**src/rtl/sync_fifo.sv**
```systemverilog
// Single-clock FIFO with registered level flags, occupancy count and sticky
// overflow/underflow errors; a clock-enable lets it run from a divider tick.
module sync_fifo #(
    parameter int DW       = 8,
    parameter int DEPTH    = 256,
    parameter int AF_LEVEL = DEPTH - 4,
    parameter int AE_LEVEL = 4,
    parameter int CW       = $clog2(DEPTH + 1)
) (
    input  logic          clk,
    input  logic          rst,
    input  logic          ce,
    input  logic          wr_en,
    input  logic [DW-1:0] wr_data,
    input  logic          rd_en,
    output logic [DW-1:0] rd_data,
    output logic          rd_valid,
    output logic          full,
    output logic          empty,
    output logic          almost_full,
    output logic          almost_empty,
    output logic [CW-1:0] count,
    output logic          overflow,
    output logic          underflow,
    input  logic          err_clr
);

    localparam int AW = (DEPTH > 1) ? $clog2(DEPTH) : 1;

    logic [DW-1:0] mem [DEPTH];
    logic [AW-1:0] wptr;
    logic [AW-1:0] rptr;
    logic          wr_acc;
    logic          rd_acc;
    logic          ov_set;
    logic          un_set;
    logic [CW-1:0] count_nxt;

    // Pointers wrap explicitly so DEPTH need not be a power of two.
    function automatic logic [AW-1:0] ptr_inc(input logic [AW-1:0] p);
        return (p == AW'(DEPTH - 1)) ? '0 : p + 1'b1;
    endfunction

    // NOTE: every always_comb output gets a default first so no latch is inferred.
    always_comb begin
        rd_acc    = ce & rd_en & ~empty;
        wr_acc    = ce & wr_en & (~full | rd_acc);
        ov_set    = ce & wr_en & ~wr_acc;
        un_set    = ce & rd_en & ~rd_acc;
        count_nxt = count;
        if (wr_acc && !rd_acc) begin
            count_nxt = count + 1'b1;
        end else if (rd_acc && !wr_acc) begin
            count_nxt = count - 1'b1;
        end
    end

    // NOTE: storage has no reset; only pointers/count are cleared, which already
    // makes old contents unreachable and keeps the array mappable to RAM.
    always_ff @(posedge clk) begin
        if (wr_acc) begin
            mem[wptr] <= wr_data;
        end
    end

    // NOTE: sequential state uses non-blocking assignments so all registers
    // update from pre-edge values regardless of statement order.
    always_ff @(posedge clk or negedge rst) begin
        if (!rst) begin
            wptr         <= '0;
            rptr         <= '0;
            count        <= '0;
            rd_data      <= '0;
            rd_valid     <= 1'b0;
            full         <= 1'b0;
            empty        <= 1'b1;
            almost_full  <= 1'b0;
            almost_empty <= 1'b1;
        end else begin
            rd_valid <= rd_acc;
            if (wr_acc) begin
                wptr <= ptr_inc(wptr);
            end
            if (rd_acc) begin
                rd_data <= mem[rptr];
                rptr    <= ptr_inc(rptr);
            end
            count        <= count_nxt;
            full         <= (count_nxt == CW'(DEPTH));
            empty        <= (count_nxt == '0);
            almost_full  <= (count_nxt >= CW'(AF_LEVEL));
            almost_empty <= (count_nxt <= CW'(AE_LEVEL));
        end
    end

    // Error flags: a new error in the same cycle as err_clr takes priority.
    always_ff @(posedge clk or negedge rst) begin
        if (!rst) begin
            overflow  <= 1'b0;
            underflow <= 1'b0;
        end else begin
            if (ov_set) begin
                overflow <= 1'b1;
            end else if (err_clr) begin
                overflow <= 1'b0;
            end
            if (un_set) begin
                underflow <= 1'b1;
            end else if (err_clr) begin
                underflow <= 1'b0;
            end
        end
    end

endmodule

```
**config.mk**
```make
export PLATFORM = sky130hd
export DESIGN_NAME = sync_fifo
export DESIGN_NICKNAME = d
export VERILOG_FILES = /design/src/rtl/sync_fifo.sv
export SDC_FILE = /design/constraint.sdc
export NUM_CORES = 2
export LEC_CHECK = 0
export ABC_AREA = 1
export CAP_MARGIN = 10
export CELL_PAD_IN_SITES_DETAIL_PLACEMENT = 0
export CELL_PAD_IN_SITES_GLOBAL_PLACEMENT = 1
export CORE_ASPECT_RATIO = 0.75
export CORE_MARGIN = 5
export CORE_UTILIZATION = 40
export CTS_CLUSTER_DIAMETER = 200
export DETAILED_ROUTE_END_ITERATION = 12
export PLACE_DENSITY = 0.71
export SLEW_MARGIN = 20
export SYNTH_ARGS = -nofsm -noshare
export SYNTH_HDL_FRONTEND = slang
export SYNTH_SLANG_ARGS = --single-unit
```
**constraint.sdc**
```tcl
create_clock -name clk -period 3.34 [get_ports clk]
set_clock_uncertainty 0.15 [all_clocks]
set_input_delay 0.668 -clock clk [delete_from_list [all_inputs] [get_ports clk]]
set_output_delay 0.668 -clock clk [all_outputs]
set_load 0.1 [all_outputs]
```
-- Word-level counts from Yosys, hierarchy flattened
Memories as Yosys holds them, arrays and structs flattened. A register that Yosys moved wholly into a read port is not among the register bits.
Cells that the tools add are included.
- bitwise operators: 11
- multiplexer cells: 9
- magnitude comparators: 2
- reduce and logical (&&, ||, !) cells: 8
- add/sub/neg operators: 4
- equal/unequal tests: 3
- operator list (cell ; number):
    $mux 9 ; 2
    $add 8x1->8 const B ; 2
    $eq 8x8->1 const B ; 2
    $mux 8 ; 2
    $add 9x1->9 const B ; 1
    $eq 9x9->1 const B ; 1
    $ge 9x8->1 const B ; 1
    $le 9x3->1 const B ; 1
    $logic_not 9->1 ; 1
    $sub 9x1->9 const B ; 1
    $and 1x1->1 ; 6
    $mux 1 ; 5
    $not 1->1 ; 4
    $reduce_bool 2->1 ; 2
    $logic_not 1->1 ; 3
    $logic_and 1x1->1 ; 2
    $or 1x1->1 ; 1
- input port bits: 14
- bits in writable memories: 2048
- logic and storage cells: 48
- register bits: 32
- memories kept: 1
- output and inout bits: 24
- memory list (name ; words ; width ; rd ports ; clocked after Yosys merged registers in ; wr ports ; line ; text):
    mem ; 256 ; 8 ; 1 ; 1 ; 1 ; 30 ; logic [DW-1:0] mem [DEPTH];

-- Depth between registers and ports, before layout
- depth after elaboration: 9
- depth in mapped cells: 18
- mapped depth without buffers: 15

-- Worst setup path before layout
OpenSTA, ideal clock, no wires.
- path kind: reg2reg
- start: reg full
- end: mem mem[191][0] (enable)
- period minus slack after synthesis: 3.016 ns
- stages on the path, launching flop included: 6
- library setup time: 0.395 ns
- required time: 2.795 ns
- arrival: 2.471 ns
- buffers on the path: 0
- setup slack: 0.324 ns
- path through: dfrtp_1 -> a21oi_4 -> inv_1 -> nor2_2 -> nand2_1 -> nor4_1
- longest elaborated chain between the ends: 5
- ends and longest elaborated chain (item ; line ; text):
    start: declaration ; 18 ; output logic full,
    start signal: assignment ; 89 ; full <= (count_nxt == CW'(DEPTH));
    $not 1->1 ; 47 ; wr_acc = ce & wr_en & (~full | rd_acc);
    $or 1x1->1 ; 47 ;
    $and 1x1->1 ; 47 ;
    $mux 1 ; 61 ; if (wr_acc) begin
    $mux 1 (implied by the code) ; 62 ; mem[wptr] <= wr_data;
    end: declaration ; 30 ;
Every way passes these cells.

==> results.txt <==
The run finished with clean final reports. The total I/O pin count came out at 38. The yosys synthesis warning count is 0.

The worst max-slew margin expressed relative to the limit is 0.351. The later-pin clock latency in the skew report came out at 0.85 ns. The pre-antenna-repair detailed-routing pass consisted of 6 iterations. The number of global-route vias before repair came out at 54200. The number of failing hold endpoints at the final stage came out at 0. The post-detailed-placement cell area came out at 92000 sq um.

The longest clock path from root to sink contains 4 buffers. Of all flip-flops after synthesis, the portion carrying an async set or reset was 0.0192. The cell type contributing the most total cell area after synthesis is sky130_fd_sc_hd__edfxtp_1. The wire length of the first global-routing pass is 362000 microns. VDD sags by at most 0.000782 V. The initial utilization of the core area, before any placement, comes to 0.403.

After detailed routing, the number of remaining DRC violations is 0. The die span in y is 410 microns. The total global-route track usage came out at 0.216. The critical path startpoint is rptr[0]. In this run the power density over the cells is about 730 nW/um^2. The launch point of the worst hold path is wr_data[6]. The worst setup path is launched from a register.

In this run the core area contains 146 standard-cell rows. The total power of the final layout is 72.0 mW. Among all flip-flop cells after synthesis, the most frequent one is sky130_fd_sc_hd__edfxtp_1. The count of final max-slew check failures came to 0. The net count reported at finish is 7611. The compound-cell area share of the yosys netlist is 0.00215. The launching point of the worst reg2reg path is rptr[0]. The count of flip-flops with a built-in enable after synthesis came out at around 2000. Clock tree synthesis inserted a total of just under 200 buffers. The area inside the core boundary came out at 212000 sq um. The total wirelength of the detailed-routed design came out at 246000 microns. The final design area excluding fillers came out at between 90000 and 100000 sq um. The distinct cell type count after synthesis is 40. The weighted congestion at the end of routability-driven global placement is 0.876. After clock tree synthesis, the clock-pin slew on the worst setup and hold paths is 0.07 ns. Data on the critical path is required at its endpoint by 3.95 ns. The main combinational cell family by area after synthesis is simple AND/OR/NAND/NOR gates.

The post-detailed-route wirelength per cell is between 20 and 25 microns. Max-cap violations in this run came to 0. The transition time at the pin with the least slew margin is roughly 0.97 ns. The maximum level of the CTS H-tree came out at 4. The detailed-route vias per instance came out at 5.42.

The timing-limited maximum frequency came out at a little over 0.3 GHz. In the post-synthesis netlist, the biggest area contributors are sky130_fd_sc_hd__edfxtp_1 (72%), sky130_fd_sc_hd__nand3_1 (11%), sky130_fd_sc_hd__nand2_1 (11%), sky130_fd_sc_hd__buf_2 (1.5%), sky130_fd_sc_hd__nor2_1 (1.4%). The synthesized area divided by synthesized cell count is between 10 and 15 sq um. The area of the mapped netlist is 85400 sq um. The CTS root buffer is sky130_fd_sc_hd__clkbuf_16. The synthesized flop and latch total is about 2100.

The clock net in this run drives a total of roughly 2100 sinks. The number of nets in the synthesized netlist came out at 7335. The starting DRC count in detailed routing came out at 7428. STA classifies the critical path endpoint as a register. For this run, the register share of the synthesized area comes to 0.732.

The static leakage came out at roughly 35 nW. The post-place setup slack is -0.0232 ns. The die covers 223000 sq um. TritonCTS built the clock tree. The area growth from synthesis to layout is 14.8%. Setup violations remaining at the end of the flow were counted as 0. For the worst setup path, the data arrival time is 3.89 ns. The residual overflow from global routing is 0. The via total after detailed routing came out at 57100. The initial antenna violation count came to 2.

Hold is met by 0.0935 ns. The final worst-path cycle share came out at 0.981. The critical path in this run is classified as reg2reg. The maximum number of pins on one net before global-route repair is approximately 140.

The die width is about 540 microns. Along the worst path, the maximum fanout reaches between 50 and 60. Port buffering added 37 buffers. The fraction of the mapped netlist area in adder cells came out at 0.00103.

Detailed placement ended at an HPWL of 149000 microns. The post-route minimum period came out at 3.28 ns. The fraction of synthesized cell area taken by the top area cell type came out at 0.720.

Of the total synthesized cell area, the portion taken by AND, OR, NAND and NOR gates is 0.233. The xor and xnor fraction of the mapped netlist area came out at 0.00144. Of the post-synthesis cell area, the part taken by muxes is 0.

Synthesis produced 7314 cells. Setup repair after global routing could not meet its margin everywhere. The count of nets left with antenna violations after detail routing is 0. Of the cells placed in the final design, the portion with a size suffix greater than 1 is 0.110. The worst path setup slack after routing came out at approximately 0.063 ns. The worst hold-check path type is in2reg.
==> where the power goes <==
group	leakage, nW	switching (mW)	internal (mW)	total (mW)
sequential	18.9	0.348	29.1	29.4
combinational	13.4	15.4	5.53	20.9
clock	2.97	9.59	12.0	21.6
==> layout make-up <==
type	instances	area, sq um
Clock inverter	98	714
Tap cell	2812	3520
Timing Repair Buffer	560	5380
Multi-Input combinational cell	4689	20300
Clock buffer	248	5340
Inverter	52	238
Sequential cell	2088	62500
Antenna cell	3	7.51
Fill cell	19000	114000
==> worst max-delay path, cell delays in order, from the launching register on <==
cell and delay [ns]:
sky130_fd_sc_hd__dfrtp_4 0.62, sky130_fd_sc_hd__inv_16 0.37, sky130_fd_sc_hd__buf_12 0.29, sky130_fd_sc_hd__nand2_1 0.08, sky130_fd_sc_hd__nand3_1 0.07, sky130_fd_sc_hd__nand3_1 0.12
sky130_fd_sc_hd__nand3_1 0.21, sky130_fd_sc_hd__nand3_1 0.24, sky130_fd_sc_hd__nand3_1 0.30, sky130_fd_sc_hd__nand3_1 0.27, sky130_fd_sc_hd__nand2_1 0.14, sky130_fd_sc_hd__nand2_1 0.10
sky130_fd_sc_hd__a21oi_1 0.15
==> layout by cell type (no fill, tap or decap), types with 2 or more instances in the layout <==
cell                                 n
sky130_fd_sc_hd__nor2_2              3
sky130_fd_sc_hd__diode_2             3
sky130_fd_sc_hd__bufinv_16          10
sky130_fd_sc_hd__nand3_2            10
sky130_fd_sc_hd__clkdlybuf4s50_1     4
sky130_fd_sc_hd__clkinv_1           52
sky130_fd_sc_hd__a21oi_1             9
sky130_fd_sc_hd__nand2_1          2390
sky130_fd_sc_hd__buf_8               8
sky130_fd_sc_hd__nand2_2             4
sky130_fd_sc_hd__clkbuf_16         206
sky130_fd_sc_hd__ha_1                7
sky130_fd_sc_hd__buf_12             88
sky130_fd_sc_hd__inv_1              42
sky130_fd_sc_hd__dfrtp_1            33
sky130_fd_sc_hd__clkbuf_8            3
sky130_fd_sc_hd__nor2_1            320
sky130_fd_sc_hd__nand3_1          1885
sky130_fd_sc_hd__nor3b_1             3
sky130_fd_sc_hd__nor3_2              3
sky130_fd_sc_hd__xor2_1             14
sky130_fd_sc_hd__clkinvlp_4          4
sky130_fd_sc_hd__dfstp_2             2
sky130_fd_sc_hd__buf_4             457
sky130_fd_sc_hd__dlygate4sd3_1       2
sky130_fd_sc_hd__dfrtp_4             4
sky130_fd_sc_hd__clkbuf_1           39
sky130_fd_sc_hd__edfxtp_1         2048
sky130_fd_sc_hd__o21ai_0            10
sky130_fd_sc_hd__nor3_1              8
sky130_fd_sc_hd__nand4_1             8
sky130_fd_sc_hd__clkinv_4            2
sky130_fd_sc_hd__clkinv_2           32
sky130_fd_sc_hd__inv_16              2
==> metrics by stage <==
| step | utilization | TNS, ns | std cells |
|---|---|---|---|
| 5_1_grt | 0.463 | -0.0381 | 10500 |
| 3_3_place_gp | 0.434 | 0 | 10200 |
| 2_1_floorplan | - | 0 | 7314 |
| 3_5_place_dp | 0.434 | -0.183 | 10200 |
| 6_report | 0.463 | 0 | 10600 |
| 4_1_cts | 0.463 | 0 | 10500 |
==> cell usage after synthesis, types with 2 or more instances <==
| library cell | count |
|---|---|
| sky130_fd_sc_hd__a21oi_1 | 9 |
| sky130_fd_sc_hd__dfstp_2 | 2 |
| sky130_fd_sc_hd__nor3b_1 | 3 |
| sky130_fd_sc_hd__xor2_1 | 14 |
| sky130_fd_sc_hd__buf_2 | 256 |
| sky130_fd_sc_hd__dfrtp_1 | 38 |
| sky130_fd_sc_hd__nand3_1 | 1895 |
| sky130_fd_sc_hd__nor2_2 | 3 |
| sky130_fd_sc_hd__buf_1 | 47 |
| sky130_fd_sc_hd__buf_4 | 65 |
| sky130_fd_sc_hd__inv_1 | 44 |
| sky130_fd_sc_hd__clkbuf_1 | 111 |
| sky130_fd_sc_hd__inv_4 | 2 |
| sky130_fd_sc_hd__clkinv_1 | 5 |
| sky130_fd_sc_hd__nor3_1 | 8 |
| sky130_fd_sc_hd__o21ai_0 | 10 |
| sky130_fd_sc_hd__nor2_1 | 320 |
| sky130_fd_sc_hd__nor3_2 | 3 |
| sky130_fd_sc_hd__nand2_1 | 2393 |
| sky130_fd_sc_hd__buf_6 | 6 |
| sky130_fd_sc_hd__edfxtp_1 | 2048 |
| sky130_fd_sc_hd__ha_1 | 7 |
| sky130_fd_sc_hd__nand4_1 | 8 |
==> path summary, 6_finish.rpt <==
| path | cells after the start | end | slack [ns] |
|---|---|---|---|
| setup / recovery | 12 | rd_data[7] | 0.06 |
| hold / removal | 1 | mem[16][6] | 0.09 |
| setup reg to reg | 12 | rd_data[7] | 0.06 |
| hold reg to reg | 2 | rd_data[4] | 0.38 |
| max in group asynchronous | 3 | empty | 2.03 |
| min in group asynchronous | 2 | rptr[0] | 0.27 |
==> routing by layer <==
| metal | up-vias | wire, microns | global-route usage |
|---|---|---|---|
| met5 | - | 0 | 0 |
| met2 | 2579 | 104000 | 0.313 |
| met4 | 0 | 5680 | 0.0476 |
| met1 | 28000 | 112000 | 0.335 |
| met3 | 328 | 24400 | 0.0461 |
| li1 | 26300 | - | - |
==> registers in the layout, summed over array words and instances, names as in the netlist <==
name	cells
count	9
overflow	1
mem	2048
rd_data	8
rptr	8
almost_empty	1
full	1
wptr	8
underflow	1
almost_full	1
empty	1
rd_valid	1
==> cell families after synthesis <==
kind of cell	count (synthesis)
buffers and inverters	537
xor gates and xnor gates	14
adders and majority gates	7
AOI/OAI and AO/OA	29
DFF	2088
and+or+nand+nor	4639
==> repair_timing <==
action | in CTS | in global routing
hold buffers | 2 | 0
gates resized for setup | 0 | 0
buffers inserted | 0 | 0
endpoints found under the setup margin | 0 | 1
hold endpoints to repair | 34 | 0
No activity file was read; power rests on OpenSTA's default activity.
